--- src/rtl/dec_display_fmt_if.sv ---
// Bus between the decimal display formatter and its user: conversion request,
// captured operands, status and the eight seven-segment digit fields.
interface dec_display_fmt_if #(parameter int W = 16);
  logic         start;
  logic [W-1:0] value;
  logic         sgnd;
  logic         dp_en;
  logic [2:0]   dp_pos;
  logic         busy;
  logic         done;
  logic [6:0]   d7, d6, d5, d4, d3, d2, d1, d0;

  modport master (
    output start, value, sgnd, dp_en, dp_pos,
    input  busy, done, d7, d6, d5, d4, d3, d2, d1, d0
  );

  modport slave (
    input  start, value, sgnd, dp_en, dp_pos,
    output busy, done, d7, d6, d5, d4, d3, d2, d1, d0
  );
endinterface

--- src/rtl/dec_display_fmt.sv ---
// Binary (signed or unsigned) to decimal converter producing blanked, signed
// seven-segment digit fields using iterative double dabble.
//
// state | meaning
// IDLE  | waiting for start, digit fields held
// LOAD  | derive sign and magnitude from captured value, clear BCD
// SHIFT | one add-3/shift iteration per cycle, W cycles
// FMT   | build and register digit fields, pulse done
module dec_display_fmt #(
  parameter int W = 16
) (
  input logic             clk,
  input logic             rst,
  dec_display_fmt_if.slave bus
);
  localparam int CW = $clog2(W);

  typedef enum logic [1:0] {IDLE, LOAD, SHIFT, FMT} state_t;

  state_t        state, state_nxt;
  logic [W-1:0]  val_q;
  logic [W-1:0]  mag;
  logic          sgnd_q;
  logic          dp_en_q;
  logic [2:0]    dp_pos_q;
  logic          neg;
  logic [31:0]   bcd;
  logic [31:0]   bcd_adj;
  logic [CW-1:0] cnt;
  logic          done_q;
  logic [6:0]    fld_q [8];
  logic [6:0]    fld   [8];
  logic [2:0]    msd;
  logic [2:0]    lo_keep;
  logic [2:0]    top;

  always_ff @(posedge clk) begin
    if (!rst) state <= IDLE;
    else      state <= state_nxt;
  end

  always_comb begin
    state_nxt = state;
    case (state)
      IDLE:    if (bus.start) state_nxt = LOAD;
      LOAD:    state_nxt = SHIFT;
      SHIFT:   if (cnt == '0) state_nxt = FMT;
      FMT:     state_nxt = IDLE;
      default: state_nxt = IDLE;
    endcase
  end

  always_comb begin
    bcd_adj = '0;
    for (int i = 0; i < 8; i++) begin
      if (bcd[4*i +: 4] >= 4'd5) bcd_adj[4*i +: 4] = bcd[4*i +: 4] + 4'd3;
      else                       bcd_adj[4*i +: 4] = bcd[4*i +: 4];
    end
  end

  // Digits above the kept range blank; the dash sits just left of the top
  // digit and falls off naturally when the top digit is already index 7.
  always_comb begin
    msd = '0;
    for (int i = 0; i < 8; i++) begin
      if (bcd[4*i +: 4] != 4'd0) msd = 3'(i);
    end
    lo_keep = dp_en_q ? dp_pos_q : 3'd0;
    top     = (msd > lo_keep) ? msd : lo_keep;
    for (int i = 0; i < 8; i++) begin
      if (3'(i) <= top)
        fld[i] = {1'b0, dp_en_q && (dp_pos_q == 3'(i)), 1'b0, bcd[4*i +: 4]};
      else if (neg && (i == int'(top) + 1))
        fld[i] = 7'h10;
      else
        fld[i] = 7'h40;
    end
  end

  always_ff @(posedge clk) begin
    if (!rst) begin
      val_q    <= '0;
      sgnd_q   <= 1'b0;
      dp_en_q  <= 1'b0;
      dp_pos_q <= '0;
      neg      <= 1'b0;
      mag      <= '0;
      bcd      <= '0;
      cnt      <= '0;
      done_q   <= 1'b0;
      for (int i = 0; i < 8; i++) fld_q[i] <= 7'h40;
    end else begin
      done_q <= 1'b0;
      case (state)
        IDLE: begin
          if (bus.start) begin
            val_q    <= bus.value;
            sgnd_q   <= bus.sgnd;
            dp_en_q  <= bus.dp_en;
            dp_pos_q <= bus.dp_pos;
          end
        end
        LOAD: begin
          neg <= sgnd_q & val_q[W-1];
          // -2^(W-1) negates to itself, which read unsigned is the right magnitude
          mag <= (sgnd_q & val_q[W-1]) ? (~val_q + W'(1)) : val_q;
          bcd <= '0;
          cnt <= CW'(W - 1);
        end
        SHIFT: begin
          {bcd, mag} <= {bcd_adj[30:0], mag, 1'b0};
          cnt        <= cnt - 1'b1;
        end
        FMT: begin
          for (int i = 0; i < 8; i++) fld_q[i] <= fld[i];
          done_q <= 1'b1;
        end
        default: ;
      endcase
    end
  end

  assign bus.busy = (state != IDLE);
  assign bus.done = done_q;
  assign bus.d0   = fld_q[0];
  assign bus.d1   = fld_q[1];
  assign bus.d2   = fld_q[2];
  assign bus.d3   = fld_q[3];
  assign bus.d4   = fld_q[4];
  assign bus.d5   = fld_q[5];
  assign bus.d6   = fld_q[6];
  assign bus.d7   = fld_q[7];
endmodule

--- src/flat_wrapper.sv ---
// flat-port wrapper written by rule: the top's interface ports become plain ports
module dec_display_fmt_flat 
#(
  parameter int W = 16
)
  (clk, rst, bus_start, bus_value, bus_sgnd, bus_dp_en, bus_dp_pos, bus_busy, bus_done, bus_d7, bus_d6, bus_d5, bus_d4, bus_d3, bus_d2, bus_d1, bus_d0);
  dec_display_fmt_if #(.W(W)) bus_i ();
  input logic clk;
  input logic rst;
  input wire logic [$bits(bus_i.start)-1:0] bus_start;
  input wire logic [$bits(bus_i.value)-1:0] bus_value;
  input wire logic [$bits(bus_i.sgnd)-1:0] bus_sgnd;
  input wire logic [$bits(bus_i.dp_en)-1:0] bus_dp_en;
  input wire logic [$bits(bus_i.dp_pos)-1:0] bus_dp_pos;
  output wire logic [$bits(bus_i.busy)-1:0] bus_busy;
  output wire logic [$bits(bus_i.done)-1:0] bus_done;
  output wire logic [$bits(bus_i.d7)-1:0] bus_d7;
  output wire logic [$bits(bus_i.d6)-1:0] bus_d6;
  output wire logic [$bits(bus_i.d5)-1:0] bus_d5;
  output wire logic [$bits(bus_i.d4)-1:0] bus_d4;
  output wire logic [$bits(bus_i.d3)-1:0] bus_d3;
  output wire logic [$bits(bus_i.d2)-1:0] bus_d2;
  output wire logic [$bits(bus_i.d1)-1:0] bus_d1;
  output wire logic [$bits(bus_i.d0)-1:0] bus_d0;
  assign bus_i.start = bus_start;
  assign bus_i.value = bus_value;
  assign bus_i.sgnd = bus_sgnd;
  assign bus_i.dp_en = bus_dp_en;
  assign bus_i.dp_pos = bus_dp_pos;
  assign bus_busy = bus_i.busy;
  assign bus_done = bus_i.done;
  assign bus_d7 = bus_i.d7;
  assign bus_d6 = bus_i.d6;
  assign bus_d5 = bus_i.d5;
  assign bus_d4 = bus_i.d4;
  assign bus_d3 = bus_i.d3;
  assign bus_d2 = bus_i.d2;
  assign bus_d1 = bus_i.d1;
  assign bus_d0 = bus_i.d0;
  dec_display_fmt #(.W(W)) u_core (.clk(clk), .rst(rst), .bus(bus_i));
endmodule
--- config.mk ---
export PLATFORM = sky130hd
export DESIGN_NAME = dec_display_fmt_flat
export DESIGN_NICKNAME = d
export VERILOG_FILES = /design/src/rtl/dec_display_fmt_if.sv /design/src/rtl/dec_display_fmt.sv /design/src/flat_wrapper.sv
export SDC_FILE = /design/constraint.sdc
export NUM_CORES = 1
export LEC_CHECK = 0
export CAP_MARGIN = 20
export CORE_UTILIZATION = 55
export CTS_CLUSTER_SIZE = 10
export DETAILED_ROUTE_END_ITERATION = 8
export HOLD_SLACK_MARGIN = 0.08
export PLACE_DENSITY_LB_ADDON = 0.3
export SYNTH_ARGS = -nofsm -noshare
export SYNTH_HDL_FRONTEND = slang
export SYNTH_SLANG_ARGS = --single-unit
--- constraint.sdc ---
create_clock -name clk -period 8.18 [get_ports clk]
set_input_delay 1.227 -clock clk [delete_from_list [all_inputs] [get_ports clk]]
set_output_delay 1.227 -clock clk [all_outputs]
set_load 0.02 [all_outputs]
==> impl_metrics.tcl, run 1 <==
set metrics [dict create \
    switching_share_pct 32.6 \
    rsz0062_at_grt "no" \
    syn_area_mm2 0.00654 \
    antenna_found_initial 0 \
    vias_per_cell 5.75 \
    fp.dieW_um 111 \
    tightest_slew_ns 1.05 \
    cts.clk_slew.worst_paths_ns 0.06 \
    yosysWarnings 0 \
    worst_ep_required_time_ns 8.45 \
    drc 18 \
    cts_buffers 17 \
    ys_ff_latch 133 \
    synth_commonest_cells "nand2_1, dfxtp_1, edfxtp_1, and2_1, o21ai_0" \
    post_drt_wl_per_cell_um 16.1 \
    p_leak_nw 2.95 \
    cts_tree "yes" \
    start_util_pct 56.8 \
    firstDrtPassIters 8 \
    grtUsageMet1_pct 28.8 \
    p_int_mw 1.45 \
    ir_worst_vdd_v 0.000183 \
    maxCapViolCount 0 \
    cp-start-kind "flip-flop" \
    p_comb_share_pct 26.9 \
    grt_pass1_wl_um 23700 \
    hold_viol 0 \
    worstPathArrival_ns 4.85 \
    yosysUniqueCellTypes 56 \
    slew_headroom_pct 30.0 \
    avgSynthCellArea_um2 9.80 \
    pin_count 82 \
    endpoint "u_core.fld_q[0][18]$_SDFFCE_PP0P_" \
    drive_gt1_share_pct 5.84 \
    antenna_left 0 \
    nets 795 \
    synth_nets 722 \
    fin_crit_sh_pct 56.0 \
    use_met2_pct 42.3 \
    p_sw_mw 0.701 \
    maxSlewViolCount 0 \
    cts_root_buf "clkbuf_16" \
    core_mm2 0.0115 \
    yosysSeqAreaShare_pct 49.3 \
    grt_busiest_layer "met2" \
    path_max_fanout 14 \
    status "finished, violations left" \
    rr_worst_depth 14 \
    gp_congestion 0.848 \
    holdPathStages 2 \
    timing.rr.end "u_core.fld_q[0][18]$_SDFFCE_PP0P_" \
    place_ws_ns 3.73 \
    synth_edf_count 56 \
    p_clk_share_pct 34.3 \
    yosysMostFrequentCell "nand2_1" \
    met3_usage_pct 4.32 \
    p_per_area_mw_per_mm2 270 \
    drt_iter0_drc 404 \
    dieArea_mm2 0.0123 \
    insertion_delay_ns 0.42 \
    grt_pass1_vias 4939 \
    min_period_ns 4.58 \
    vias 5153 \
    stdcell_count 896 \
    io_buffer_count 81 \
    post-cts-setup-buffers 0 \
    htree_levels 4 \
    synth-async-reset-ratio_pct 0 \
    grt.total_usage_pct 24.2 \
    worst_clock_skew_ns 0.00836 \
    cts_sinks 133 \
    ys_dominant_reg_cell "dfxtp_1" \
    place_hpwl_um 9600 \
    power_mw 2.15 \
    fillers 859 \
    antenna_cells 0 \
    netlist_instances 667 \
    die_y_um 111 \
    endpoint_kind "flip-flop" \
    setup_violations 0 \
    pwr-share-seq_pct 38.8 \
    place_inst 864 \
    reg2reg_from "u_core.bcd[20]$_SDFFE_PN0P_" \
    hold_start "u_core.mag[12]$_SDFFE_PN0P_" \
    area_growth_pct 21.8 \
    rrSetupSlack_ns 3.60 \
    grt_overflow_total 0 \
    clockBufferDepth 2 \
    multi_input_area_mm2 0.00302 \
    synth_top_area_share_pct 25.7 \
    violations "DRC" \
    grt_max_degree 85 \
    max_freq_mhz 218 \
    fin_ws_ns 3.60 \
    rows 39 \
    synthTopCellsByArea "edfxtp_1, dfxtp_1, ha_1" \
    critPathLaunch "u_core.bcd[20]$_SDFFE_PN0P_" \
    ctsHoldBuffers 0 \
    cts_resized 0 \
    regArea_mm2 0.00322 \
    min_path_type "reg2reg" \
    worstSetupPathType "reg2reg" \
    synth_area_leader_cell "edfxtp_1" \
    routed_wl_um 14400 \
    fin_tns_setup_ns 0 \
]
[area by class of cell]
type	instances	share of cell area [%]
Clock buffer	27	6.19
Clock inverter	5	0.927
Sequential cell	133	40.5
Tap cell	143	2.25
Timing Repair Buffer	86	10.6
Multi-Input combinational cell	468	38.0
Inverter	34	1.60
[power groups by stage]
| stage | registers [mW] | logic, mW | clock network [mW] |
|---|---|---|---|
| 6_report | 0.834 | 0.579 | 0.738 |
| 4_1_cts | 0.833 | 0.579 | 0.742 |
| 2_1_floorplan | 0.865 | 0.395 | 0 |
| 3_5_place_dp | 0.846 | 0.575 | 0 |
| 3_3_place_gp | 0.840 | 0.556 | 0 |
| 5_1_grt | 0.843 | 0.640 | 0.770 |
[critical path, cell delays in order, from the launching register on]
cell and delay, ns:
dfxtp_1 0.33, inv_1 0.14, ha_1 0.25, nor3b_1 0.49, nand4_1 0.26, ha_1 0.39
nand2_1 0.05, o21ai_0 0.35, a21oi_1 0.16, a21oi_1 0.83, nor2_1 0.12, ha_1 0.36
nand2b_1 0.20, or3_1 0.36, nor3_1 0.13
[cells by family (layout without fill, tap and decap cells)]
family                   Yosys count  after routing  synth area share (%)
AND/OR/NAND/NOR                  243            243                  19.2
flip-flops                       133            133                  49.3
XOR/XNOR                          24             24                  3.22
adder cells (fa/ha/maj)           31             31                  5.93
multiplexers                      11             11                  1.72
AO/OA/AOI/OAI                    158            158                  16.1
other                              1              1                0.0574
buffers and inverters             66            152                  4.46
[per-stage QoR]
step / utilization [%] / area [um^2] / hold slack (ns)
4_1_cts: 69.2 / 7960 / 0.468
6_report: 69.2 / 7960 / 0.468
3_3_place_gp: 64.2 / 7400 / 0.458
5_1_grt: 69.2 / 7960 / 0.490
3_5_place_dp: 64.2 / 7400 / 0.462
2_1_floorplan: - / 6540 / 0.443
[registers in the layout (all words and copies together), names as in the netlist]
name,count
u_core.bus.done,1
u_core.neg,1
u_core.mag,16
u_core.state,2
u_core.val_q,16
u_core.cnt,4
u_core.bcd,32
u_core.fld_q,56
u_core.sgnd_q,1
u_core.dp_en_q,1
u_core.dp_pos_q,3
[cell usage in the layout, fill, tap and decap left out, types with 3 or more instances in the layout]
master            n
nand2_1          85
clkdlybuf4s50_1  80
dfxtp_1          77
edfxtp_1         56
and2_1           44
o21ai_0          40
inv_1            33
a21oi_1          31
ha_1             31
nor2_1           26
a21boi_0         22
clkbuf_16        17
nor2b_1          16
nor3_1           14
o31ai_1          14
nand3_1          12
xnor2_1          12
xor2_1           12
nand2b_1         11
o22ai_1          10
nor3b_1           9
mux2i_1           9
and3_1            8
a32oi_1           8
a22o_1            8
clkbuf_1          7
o32ai_1           5
buf_4             5
o41ai_1           4
a31oi_1           3
o211ai_1          3
or3_1             3
nor4_1            3
clkbuf_8          3
[metal layers]
layer	share of wire (%)	vias up
met3	5.2	32
met1	42	2436
li1	-	2500
met2	50	185
met4	2.5	0
met5	0	-
[worst min-delay path by stage]
stage	to	slack (ns)
after floorplan	u_core.mag[12]$_SDFFE_PN0P_	0.44
after global placement	u_core.mag[14]$_SDFFE_PN0P_	0.46
after detailed placement	u_core.mag[12]$_SDFFE_PN0P_	0.46
after CTS	u_core.mag[12]$_SDFFE_PN0P_	0.47
after global routing	u_core.mag[12]$_SDFFE_PN0P_	0.49
final	u_core.mag[12]$_SDFFE_PN0P_	0.47
Note: power is estimated with default switching activity, not from simulation.
==> run 2, diff against run 1 <==
==> constraint.sdc (replaced) <==
create_clock -name clk -period 4.35 [get_ports clk]
set_input_delay 0.6525 -clock clk [delete_from_list [all_inputs] [get_ports clk]]
set_output_delay 0.6525 -clock clk [all_outputs]
set_load 0.02 [all_outputs]
==> run 2 against run 1 <==
Against the previous run:
- the run still ends with DRC left
- setup slack lost 3.3 ns
- cell count grew 0.33%
- global-route usage grew 0.56 points
- clock power grew 96%
- sequential power grew 88%
- clock skew shrank 0.0019 ns
- wire length shrank 0.46%
- combinational power grew 88%
- fmax grew 13%
==> impl_metrics.tcl, run 2 (synthesis gave the netlist of run 1 again) <==
set metrics [dict create \
    p_clk_share_pct 35.3 \
    rsz0062_at_grt "no" \
    tightest_slew_ns 0.724 \
    max_freq_mhz 247 \
    fp.dieW_um 111 \
    cts_buffers 17 \
    worst_ep_required_time_ns 4.60 \
    p_leak_nw 2.98 \
    grt_pass1_wl_um 24200 \
    worstSetupPathType "reg2reg" \
    cts_root_buf "clkbuf_16" \
    pwr-share-seq_pct 38.1 \
    insertion_delay_ns 0.42 \
    grt_max_degree 57 \
    drc 18 \
    cts_sinks 133 \
    grt.total_usage_pct 24.8 \
    p_comb_share_pct 26.6 \
    reg2reg_from "u_core.bcd[28]$_SDFFE_PN0P_" \
    timing.rr.end "u_core.fld_q[0][18]$_SDFFCE_PP0P_" \
    status "finished, violations left" \
    area_growth_pct 23.0 \
    ctsHoldBuffers 0 \
    stdcell_count 899 \
    firstDrtPassIters 7 \
    gp_congestion 0.893 \
    die_y_um 111 \
    slew_headroom_pct 51.7 \
    hold_viol 0 \
    largest_register_ffs 56 \
    grt_pass1_vias 5004 \
    core_mm2 0.0115 \
    endpoint "u_core.fld_q[0][18]$_SDFFCE_PP0P_" \
    routed_wl_um 14300 \
    endpoint_kind "flip-flop" \
    htree_levels 4 \
    dieArea_mm2 0.0123 \
    cts_tree "yes" \
    grt_overflow_total 0 \
    antenna_left 0 \
    post-cts-setup-buffers 0 \
    rrSetupSlack_ns 0.30 \
    rows 39 \
    clockBufferDepth 2 \
    drt_iter0_drc 282 \
    drive_gt1_share_pct 7.41 \
    worstPathArrival_ns 4.30 \
    fin_ws_ns 0.304 \
    maxCapViolCount 0 \
    io_buffer_count 81 \
    pin_count 82 \
    fillers 881 \
    layout_common_cells "nand2_1, clkdlybuf4s50_1, dfxtp_1, edfxtp_1, and2_1" \
    antenna_cells 0 \
    critPathTopFamily "simple AND/OR/NAND/NOR gates" \
    path_max_fanout 12 \
    maxSlewViolCount 0 \
    multi_input_area_mm2 0.00303 \
    p_int_mw 2.77 \
    nets 798 \
    cts.clk_slew.worst_paths_ns 0.06 \
    regArea_mm2 0.00322 \
    place_ws_ns 0.293 \
    setup_violations 0 \
    fin_tns_setup_ns 0 \
    cts_resized 0 \
    crit_chain "inv_1, ha_1, nor3b_1, nand2_1, a31o_2, ha_1, nand2_1, o21ai_0, nand2_1, mux2_2, nor2_1, ha_1, nand2b_1, or3_1, nor3_1" \
    vias_per_cell 5.69 \
    power_mw 4.12 \
    min_period_ns 4.05 \
    violations "DRC" \
    place_hpwl_um 9980 \
    top_register "u_core.fld_q" \
    reg_top3 "u_core.fld_q x56, u_core.bcd x32" \
    max_stage_delay_ns 0.43 \
    p_sw_mw 1.34 \
    post_drt_wl_per_cell_um 15.9 \
    p_per_area_mw_per_mm2 512 \
    place_inst 867 \
    crit_buf_inv 1 \
    min_path_type "reg2reg" \
    ir_worst_vdd_v 0.000374 \
    critPathLaunch "u_core.bcd[28]$_SDFFE_PN0P_" \
    switching_share_pct 32.6 \
    layout_commonest_cell "nand2_1" \
    vias 5113 \
    antenna_found_initial 0 \
    fin_crit_sh_pct 93.0 \
    worst_clock_skew_ns 0.00650 \
    rr_worst_depth 15 \
    cp_slowest_cell "mux2_2" \
    cp.depth 15 \
    start_util_pct 56.8 \
    cp-start-kind "flip-flop" \
]
-- run 2: area by class of cell --
cell class	instances	area share, %
Clock buffer	19	5.63
Clock inverter	13	1.95
Inverter	34	1.59
Multi-Input combinational cell	468	37.7
Sequential cell	133	40.1
Tap cell	143	2.23
Timing Repair Buffer	89	10.8
-- run 2: routing by layer --
metal / global-route usage (%) / wire [um]
met5: 0 / 0
met4: 10.9 / 259
met3: 5.36 / 798
met2: 43.1 / 7290
met1: 29.4 / 5970
-- run 2: power by group through the flow --
stage	Clock [mW]	Combinational (mW)	Sequential (mW)
2_1_floorplan	0	0.743	1.63
3_3_place_gp	0	1.06	1.58
3_5_place_dp	0	1.09	1.59
4_1_cts	1.47	1.10	1.57
5_1_grt	1.53	1.20	1.59
6_report	1.45	1.09	1.57
-- run 2: worst min path at each step --
| stage | start | endpoint | cells after the start |
|---|---|---|---|
| 2_1_floorplan | u_core.mag[12]$_SDFFE_PN0P_ | u_core.mag[12]$_SDFFE_PN0P_ | 2 |
| 3_3_place_gp | u_core.mag[14]$_SDFFE_PN0P_ | u_core.mag[14]$_SDFFE_PN0P_ | 2 |
| 3_5_place_dp | u_core.mag[14]$_SDFFE_PN0P_ | u_core.mag[14]$_SDFFE_PN0P_ | 2 |
| 4_1_cts | u_core.mag[14]$_SDFFE_PN0P_ | u_core.mag[14]$_SDFFE_PN0P_ | 2 |
| 5_1_grt | u_core.mag[11]$_SDFFE_PN0P_ | u_core.mag[11]$_SDFFE_PN0P_ | 2 |
| 6_report | u_core.mag[14]$_SDFFE_PN0P_ | u_core.mag[14]$_SDFFE_PN0P_ | 2 |
-- run 2: worst register-to-register path: cells and delay by family (launching register included) --
| family | cells | cell delay (ns) |
|---|---|---|
| compound gates | 2 | 0.61 |
| mux | 1 | 0.43 |
| buf+inv | 1 | 0.14 |
| fa+ha+maj | 3 | 0.90 |
| simple gates | 8 | 1.48 |
| flops | 1 | 0.31 |
-- run 2: metrics by stage --
step	utilization [%]	instance area [um^2]	hold slack (ns)
after global routing	69.8	8040	0.487
after global placement	64.4	7420	0.458
after detailed placement	64.4	7420	0.466
after floorplan	-	6540	0.443
after CTS	69.7	8030	0.475
final	69.8	8040	0.470
